## src/rtl/cpu_wb_arbiter.sv

```systemverilog
// rtl/cpu_wb_arbiter.sv - Wishbone arbiter merging CPU ibus/dbus onto one master port with bus watchdog
module cpu_wb_arbiter #(
    parameter int ADDR_W         = 32,
    parameter int DATA_W         = 32,
    parameter int TIMEOUT_CYCLES = 255,
    parameter int RR_MODE        = 0
) (
    input  logic                clk,
    input  logic                rst,
    // instruction bus (read-only master)
    input  logic [ADDR_W-1:0]   ibus_adr,
    input  logic                ibus_cyc,
    input  logic                ibus_stb,
    output logic [DATA_W-1:0]   ibus_dat_r,
    output logic                ibus_ack,
    output logic                ibus_err,
    // data bus master
    input  logic [ADDR_W-1:0]   dbus_adr,
    input  logic [DATA_W-1:0]   dbus_dat_w,
    input  logic [DATA_W/8-1:0] dbus_sel,
    input  logic                dbus_we,
    input  logic                dbus_cyc,
    input  logic                dbus_stb,
    output logic [DATA_W-1:0]   dbus_dat_r,
    output logic                dbus_ack,
    output logic                dbus_err,
    // shared interconnect master port
    output logic [ADDR_W-1:0]   wbm_adr,
    output logic [DATA_W-1:0]   wbm_dat_w,
    output logic [DATA_W/8-1:0] wbm_sel,
    output logic                wbm_we,
    output logic                wbm_cyc,
    output logic                wbm_stb,
    input  logic [DATA_W-1:0]   wbm_dat_r,
    input  logic                wbm_ack,
    input  logic                wbm_err,
    // status
    output logic                grant_dbus,
    output logic                timeout_pulse,
    output logic [ADDR_W-1:0]   timeout_addr
);

    localparam int CNT_W = (TIMEOUT_CYCLES > 0) ? $clog2(TIMEOUT_CYCLES + 1) : 1;
    localparam logic [CNT_W-1:0] TO_VAL = CNT_W'(TIMEOUT_CYCLES);
    localparam bit WD_EN = (TIMEOUT_CYCLES != 0);

    typedef enum logic [1:0] {
        IDLE  = 2'd0,
        GNT_I = 2'd1,
        GNT_D = 2'd2
    } state_t;

    state_t             r_state;
    state_t             w_next;
    logic               r_last_dbus;
    logic [CNT_W-1:0]   r_cnt;
    logic [CNT_W-1:0]   w_cnt_next;
    logic [ADDR_W-1:0]  r_taddr;

    logic               w_req_i;
    logic               w_req_d;
    logic               w_arb_valid;
    logic               w_arb_dbus;
    logic               w_gnt_i;
    logic               w_gnt_d;
    logic               w_own_cyc;
    logic               w_own_stb;
    logic               w_term;
    logic               w_timeout;

    assign w_req_i = ibus_cyc & ibus_stb;
    assign w_req_d = dbus_cyc & dbus_stb;
    assign w_term  = wbm_ack | wbm_err;

    // Grants are masked during reset so a late slave response never leaks to a core.
    assign w_gnt_i = (r_state == GNT_I) && !rst;
    assign w_gnt_d = (r_state == GNT_D) && !rst;

    // Arbitration among the current requests; the tie rule depends on the priority mode.
    always_comb begin
        w_arb_valid = w_req_i | w_req_d;
        w_arb_dbus  = w_req_d;
        if (w_req_i && w_req_d) begin
            w_arb_dbus = (RR_MODE == 0) ? 1'b1 : !r_last_dbus;
        end
    end

    // Owner's own cycle/strobe and the watchdog trip; a slave ack/err in the same cycle wins.
    always_comb begin
        w_own_cyc = 1'b0;
        w_own_stb = 1'b0;
        if (w_gnt_i) begin
            w_own_cyc = ibus_cyc;
            w_own_stb = ibus_stb;
        end else if (w_gnt_d) begin
            w_own_cyc = dbus_cyc;
            w_own_stb = dbus_stb;
        end
        w_timeout = WD_EN && w_own_cyc && (r_cnt == TO_VAL) && !w_term;
    end

    // Bus multiplexing: owner drives the shared port, only the owner sees the response.
    always_comb begin
        wbm_adr    = '0;
        wbm_dat_w  = '0;
        wbm_sel    = '0;
        wbm_we     = 1'b0;
        wbm_cyc    = 1'b0;
        wbm_stb    = 1'b0;
        ibus_dat_r = '0;
        ibus_ack   = 1'b0;
        ibus_err   = 1'b0;
        dbus_dat_r = '0;
        dbus_ack   = 1'b0;
        dbus_err   = 1'b0;
        if (w_gnt_i) begin
            wbm_adr    = ibus_adr;
            wbm_sel    = '1;
            wbm_cyc    = ibus_cyc & !w_timeout;
            wbm_stb    = ibus_stb & !w_timeout;
            ibus_dat_r = wbm_dat_r;
            ibus_ack   = wbm_ack;
            ibus_err   = wbm_err | w_timeout;
        end else if (w_gnt_d) begin
            wbm_adr    = dbus_adr;
            wbm_dat_w  = dbus_dat_w;
            wbm_sel    = dbus_sel;
            wbm_we     = dbus_we;
            wbm_cyc    = dbus_cyc & !w_timeout;
            wbm_stb    = dbus_stb & !w_timeout;
            dbus_dat_r = wbm_dat_r;
            dbus_ack   = wbm_ack;
            dbus_err   = wbm_err | w_timeout;
        end
    end

    assign grant_dbus    = w_gnt_d;
    assign timeout_pulse = w_timeout;
    assign timeout_addr  = r_taddr;

    // Next-state and watchdog counter: hold while owner keeps cyc, hand over without a dead cycle.
    always_comb begin
        w_next     = r_state;
        w_cnt_next = r_cnt;
        case (r_state)
            IDLE: begin
                w_cnt_next = '0;
                if (w_arb_valid) begin
                    w_next = w_arb_dbus ? GNT_D : GNT_I;
                end
            end
            GNT_I, GNT_D: begin
                if (w_timeout) begin
                    w_next     = IDLE;
                    w_cnt_next = '0;
                end else if (w_own_cyc) begin
                    if (w_term) begin
                        w_cnt_next = '0;
                    end else if (w_own_stb) begin
                        w_cnt_next = r_cnt + 1'b1;
                    end
                end else begin
                    w_cnt_next = '0;
                    if (w_arb_valid) begin
                        w_next = w_arb_dbus ? GNT_D : GNT_I;
                    end else begin
                        w_next = IDLE;
                    end
                end
            end
            default: begin
                w_next     = IDLE;
                w_cnt_next = '0;
            end
        endcase
    end

    // State, last owner, watchdog count and captured fault address.
    always_ff @(posedge clk) begin
        if (rst) begin
            r_state     <= IDLE;
            r_last_dbus <= 1'b0;
            r_cnt       <= '0;
            r_taddr     <= '0;
        end else begin
            r_state <= w_next;
            r_cnt   <= w_cnt_next;
            if (w_next == GNT_D) begin
                r_last_dbus <= 1'b1;
            end else if (w_next == GNT_I) begin
                r_last_dbus <= 1'b0;
            end
            if (w_timeout) begin
                r_taddr <= wbm_adr;
            end
        end
    end

endmodule

```

## config.mk

```make
export PLATFORM = sky130hd
export DESIGN_NAME = cpu_wb_arbiter
export DESIGN_NICKNAME = d
export VERILOG_FILES = /design/src/rtl/cpu_wb_arbiter.sv
export SDC_FILE = /design/constraint.sdc
export NUM_CORES = 1
export LEC_CHECK = 0
export BUFFER_PORTS_ARGS = -buffer_cell sky130_fd_sc_hd__buf_2
export CAP_MARGIN = 10
export CORE_AREA = 2 2 121 123
export DETAILED_ROUTE_END_ITERATION = 7
export DIE_AREA = 0 0 123 125
export PLACE_DENSITY = 0.58
export SYNTH_ARGS = -nofsm -noshare
export SYNTH_HDL_FRONTEND = slang
export SYNTH_SLANG_ARGS = --single-unit
```

## constraint.sdc

```tcl
create_clock -name clk -period 2.6 [get_ports clk]
set_input_delay 0.26 -clock clk [delete_from_list [all_inputs] [get_ports clk]]
set_output_delay 0.26 -clock clk [all_outputs]
set_load 0.005 [all_outputs]
```

==> impl_metrics.csv <==
group,metric,value,unit
run_status,status,"completed",
global_route,grt_use_met1,0.163,
drt,vias_per_cell,4.25,
pwr,power_frac_seq,0.357,
timing,rsz0062_at_grt,"no",
timing,fin_crit_sh,0.905,
die,placeableCoreArea,0.0142,mm²
worst_setup_path,worst_ep_arrival_time,2090,ps
yosys,synth_edf_count,0,
yosys,synthArstFlopShare,0,
clock_network,numCtsBuffers,5,
timing,clock.fmax,0.425,GHz
yosys,synthCells,344,
worst_setup_path,critPathMaxFanout,27,
global_route,grt_max_degree,73,
worst_setup_path,crit_required,2340,ps
worst_setup_path,crit_family,"buffers and inverters",
drt,first_pass_iters,4,
die,dieArea,0.0154,mm²
layout,final_cells,829,
yosys,synth-seq-cells,42,
global_route,antenna_found_initial,0,
worst_setup_path,critPathCaptureType,"output port",
yosys,synth.yosys.seq_area_share,0.269,
clock_network,clk-insertion-delay-late,280,ps
timing,maxSlewHeadroom,0.733,
pwr,p_clk_frac,0.333,
drt,wl_per_cell,13.9,µm
die,die_y,125,µm
timing,fin_skew,9.88,ps
timing,finalSetupViolCount,0,
yosys,synth.cell_area,0.00312,mm²
timing,hold_viol_final,0,
layout,multiInputGateArea,0.00209,mm²
pwr,power.leakage,0.00287,µW
die,die_x,123,µm
drt,drt_iter0_markers,152,
die,fp-row-count,44,
timing,report.final.slew_viol_count,0,
pwr,internal_power,1290,µW
global_route,globalRouteOverflowTotal,0,
pwr,p_sw_frac,0.295,
drt,route.final.wire_length,11500,µm
hold_path,holdCritPathClass,"input pin to flop",
global_route,grt_pass1_wl,16500,µm
clock_network,postCtsSetupBuffers,0,
yosys,synth_fp_nets,490,
place,preCtsSetupSlack,427,ps
place,placed_area,0.00483,mm²
worst_setup_path,path_cells,"inv_1 -> ha_1 -> nor2b_2 -> nor2b_4 -> buf_4 -> a22o_1 -> buf_2",
layout,register_area,841,µm²
worst_setup_path,critPathSlowestCell,"dfxtp_1",
timing,setup_tns,0,ps
clock_network,clkTransAtPathRegs,70,ps
place,hpwl,9410,µm
yosys,synth-main-ff-cell,"dfxtp_1",
timing,period_minus_slack,2350,ps
worst_setup_path,critical-path-max-stage-delay,340,ps
clock_network,cts_htree_levels,2,
drt,num_vias,3521,
worst_setup_path,crit_path_start_kind,"flop",
yosys,ys_warn_count,0,
yosys,synthDistinctLibCells,41,
place,place_inst,821,
clock_network,root_buffer,"clkbuf_16",
pwr,ir_drop,0.000222,V
layout,fin_area,0.00497,mm²
drt,drc,0,
layout,n_antenna_cell,0,
flow_run,drv_cap,0,
pwr,switching_power,542,µW
worst_setup_path,critical_path_class,"flop to output port",
global_route,met3_usage,0.0246,
layout,fillCellCount,1551,
clock_network,cts_resized,0,
global_route,met2_usage,0.245,
place,io_buffers,313,
clock_network,cts_tree,"done",
yosys,syn_area_per_cell,9.07,µm²
global_route,grt_usage,0.135,
die,num_io_pins,314,
pwr,p_per_area,369,mW/mm²
clock_network,cts.sink_count,42,
layout,nets,790,
layout,layout-drive-gt1-share,0.567,
pwr,pwr-share-comb,0.311,
drt,antenna_left,0,
timing,setup_ws,247,ps
worst_setup_path,critical_path_buf_inv_count,3,
global_route,grt_pass1_vias,3187,
die,initial_core_util,0.220,
place,gp_congestion,0.851,
global_route,grt-busiest-layer,"met2",
clock_network,cts_max_path_buffers,2,
clock_network,ctsHoldBuffers,0,
layout,areaGrowthSynthToFinish,59.3,%
timing,worst_pin_slew,400,ps
[Yosys cell counts (2+ instances only)]
library cell / n / area (µm²)
o21a_1: 2 / 15.0
mux2_2: 6 / 67.6
mux2_4: 24 / 360
o2111ai_1: 3 / 26.3
nor2_1: 13 / 48.8
ha_1: 5 / 62.6
inv_1: 2 / 7.51
buf_2: 15 / 75.1
a22o_1: 32 / 280
mux2_1: 2 / 22.5
dfxtp_1: 42 / 841
nand2_1: 7 / 26.3
o21ai_0: 2 / 10.0
o211ai_1: 3 / 22.5
and2_1: 100 / 626
xor2_1: 7 / 61.3
and3_1: 3 / 18.8
a21oi_1: 2 / 10.0
nand4_1: 4 / 25.0
clkbuf_1: 9 / 33.8
buf_12: 4 / 80.1
a21o_1: 4 / 30.0
nor2b_1: 35 / 219
[final cells by class]
type	count	share of cell area
inverters	2	0.00151
clock inverters	2	0.00277
multi-input cells	271	0.421
well taps	184	0.0463
repair buffers	322	0.334
clock buffers	6	0.0259
flip-flops and latches	42	0.169
[per-layer routing]
layer | vias to the layer above | part of all wire
met5 | - | 0
met4 | 0 | 0.012
met3 | 8 | 0.076
met2 | 179 | 0.50
met1 | 1566 | 0.42
li1 | 1768 | -
[path summary, 6_finish.rpt]
| kind | start | to | slack, ps | depth (start not counted) |
|---|---|---|---|---|
| max | r_state[0] | wbm_adr[11] | 250 | 7 |
| min | dbus_adr[31] | timeout_addr[31] | 340 | 3 |
| max reg2reg | r_state[1] | timeout_addr[18] | 410 | 7 |
| min reg2reg | r_cnt[1] | r_cnt[1] | 520 | 2 |
[registers in the layout, indices dropped and copies added (netlist names)]
signal and count:
timeout_addr 32, r_cnt 8, r_state 2
[power by group through the flow]
| stage | logic, µW | clock network (µW) | registers, µW |
|---|---|---|---|
| global placement | 580 | 0 | 668 |
| finish | 570 | 610 | 654 |
| detailed placement | 575 | 0 | 669 |
| CTS | 579 | 638 | 654 |
| global route | 629 | 663 | 655 |
| floorplan | 271 | 0 | 668 |
[stage by stage]
stage           util  power (µW)  hold slack [ps]
2_1_floorplan      -         939              471
3_3_place_gp   0.340        1250              493
3_5_place_dp   0.340        1240              512
4_1_cts        0.350        1870              337
5_1_grt        0.350        1950              348
6_report       0.350        1830              341
[logic make-up after synthesis]
family                     count (synthesis)  synth area share
xor gates and xnor gates                   7            0.0196
AOI/OAI and AO/OA                         51             0.136
adders and majority gates                  5            0.0200
muxes                                     33             0.148
DFF                                       42             0.269
buffers and inverters                     31            0.0654
and+or+nand+nor                          175             0.342
[cell usage in the layout, fill, tap and decap left out, drive strengths merged, types with 2 or more instances in the layout]
cell and instances:
a21oi 2, nor2b 36, o21ai 2, and3 4, o211ai 3, dfxtp 42, xor2 7, clkbuf 6
nand2 7, o21a 2, a21o 4, nor2 13, nand4 4, a22o 32, clkinv 2, o2111ai 3
buf 322, mux2 32, inv 2, and2 101, ha 5
[worst register-to-register path, delay by kind of cell, from the launching register on]
kind	cells	cell delay, ps
fa+ha+maj	1	270
flops	1	370
buf+inv	2	310
simple gates	2	550
mux	1	350
compound gates	1	220
No activity file was read; power rests on OpenSTA's default activity.
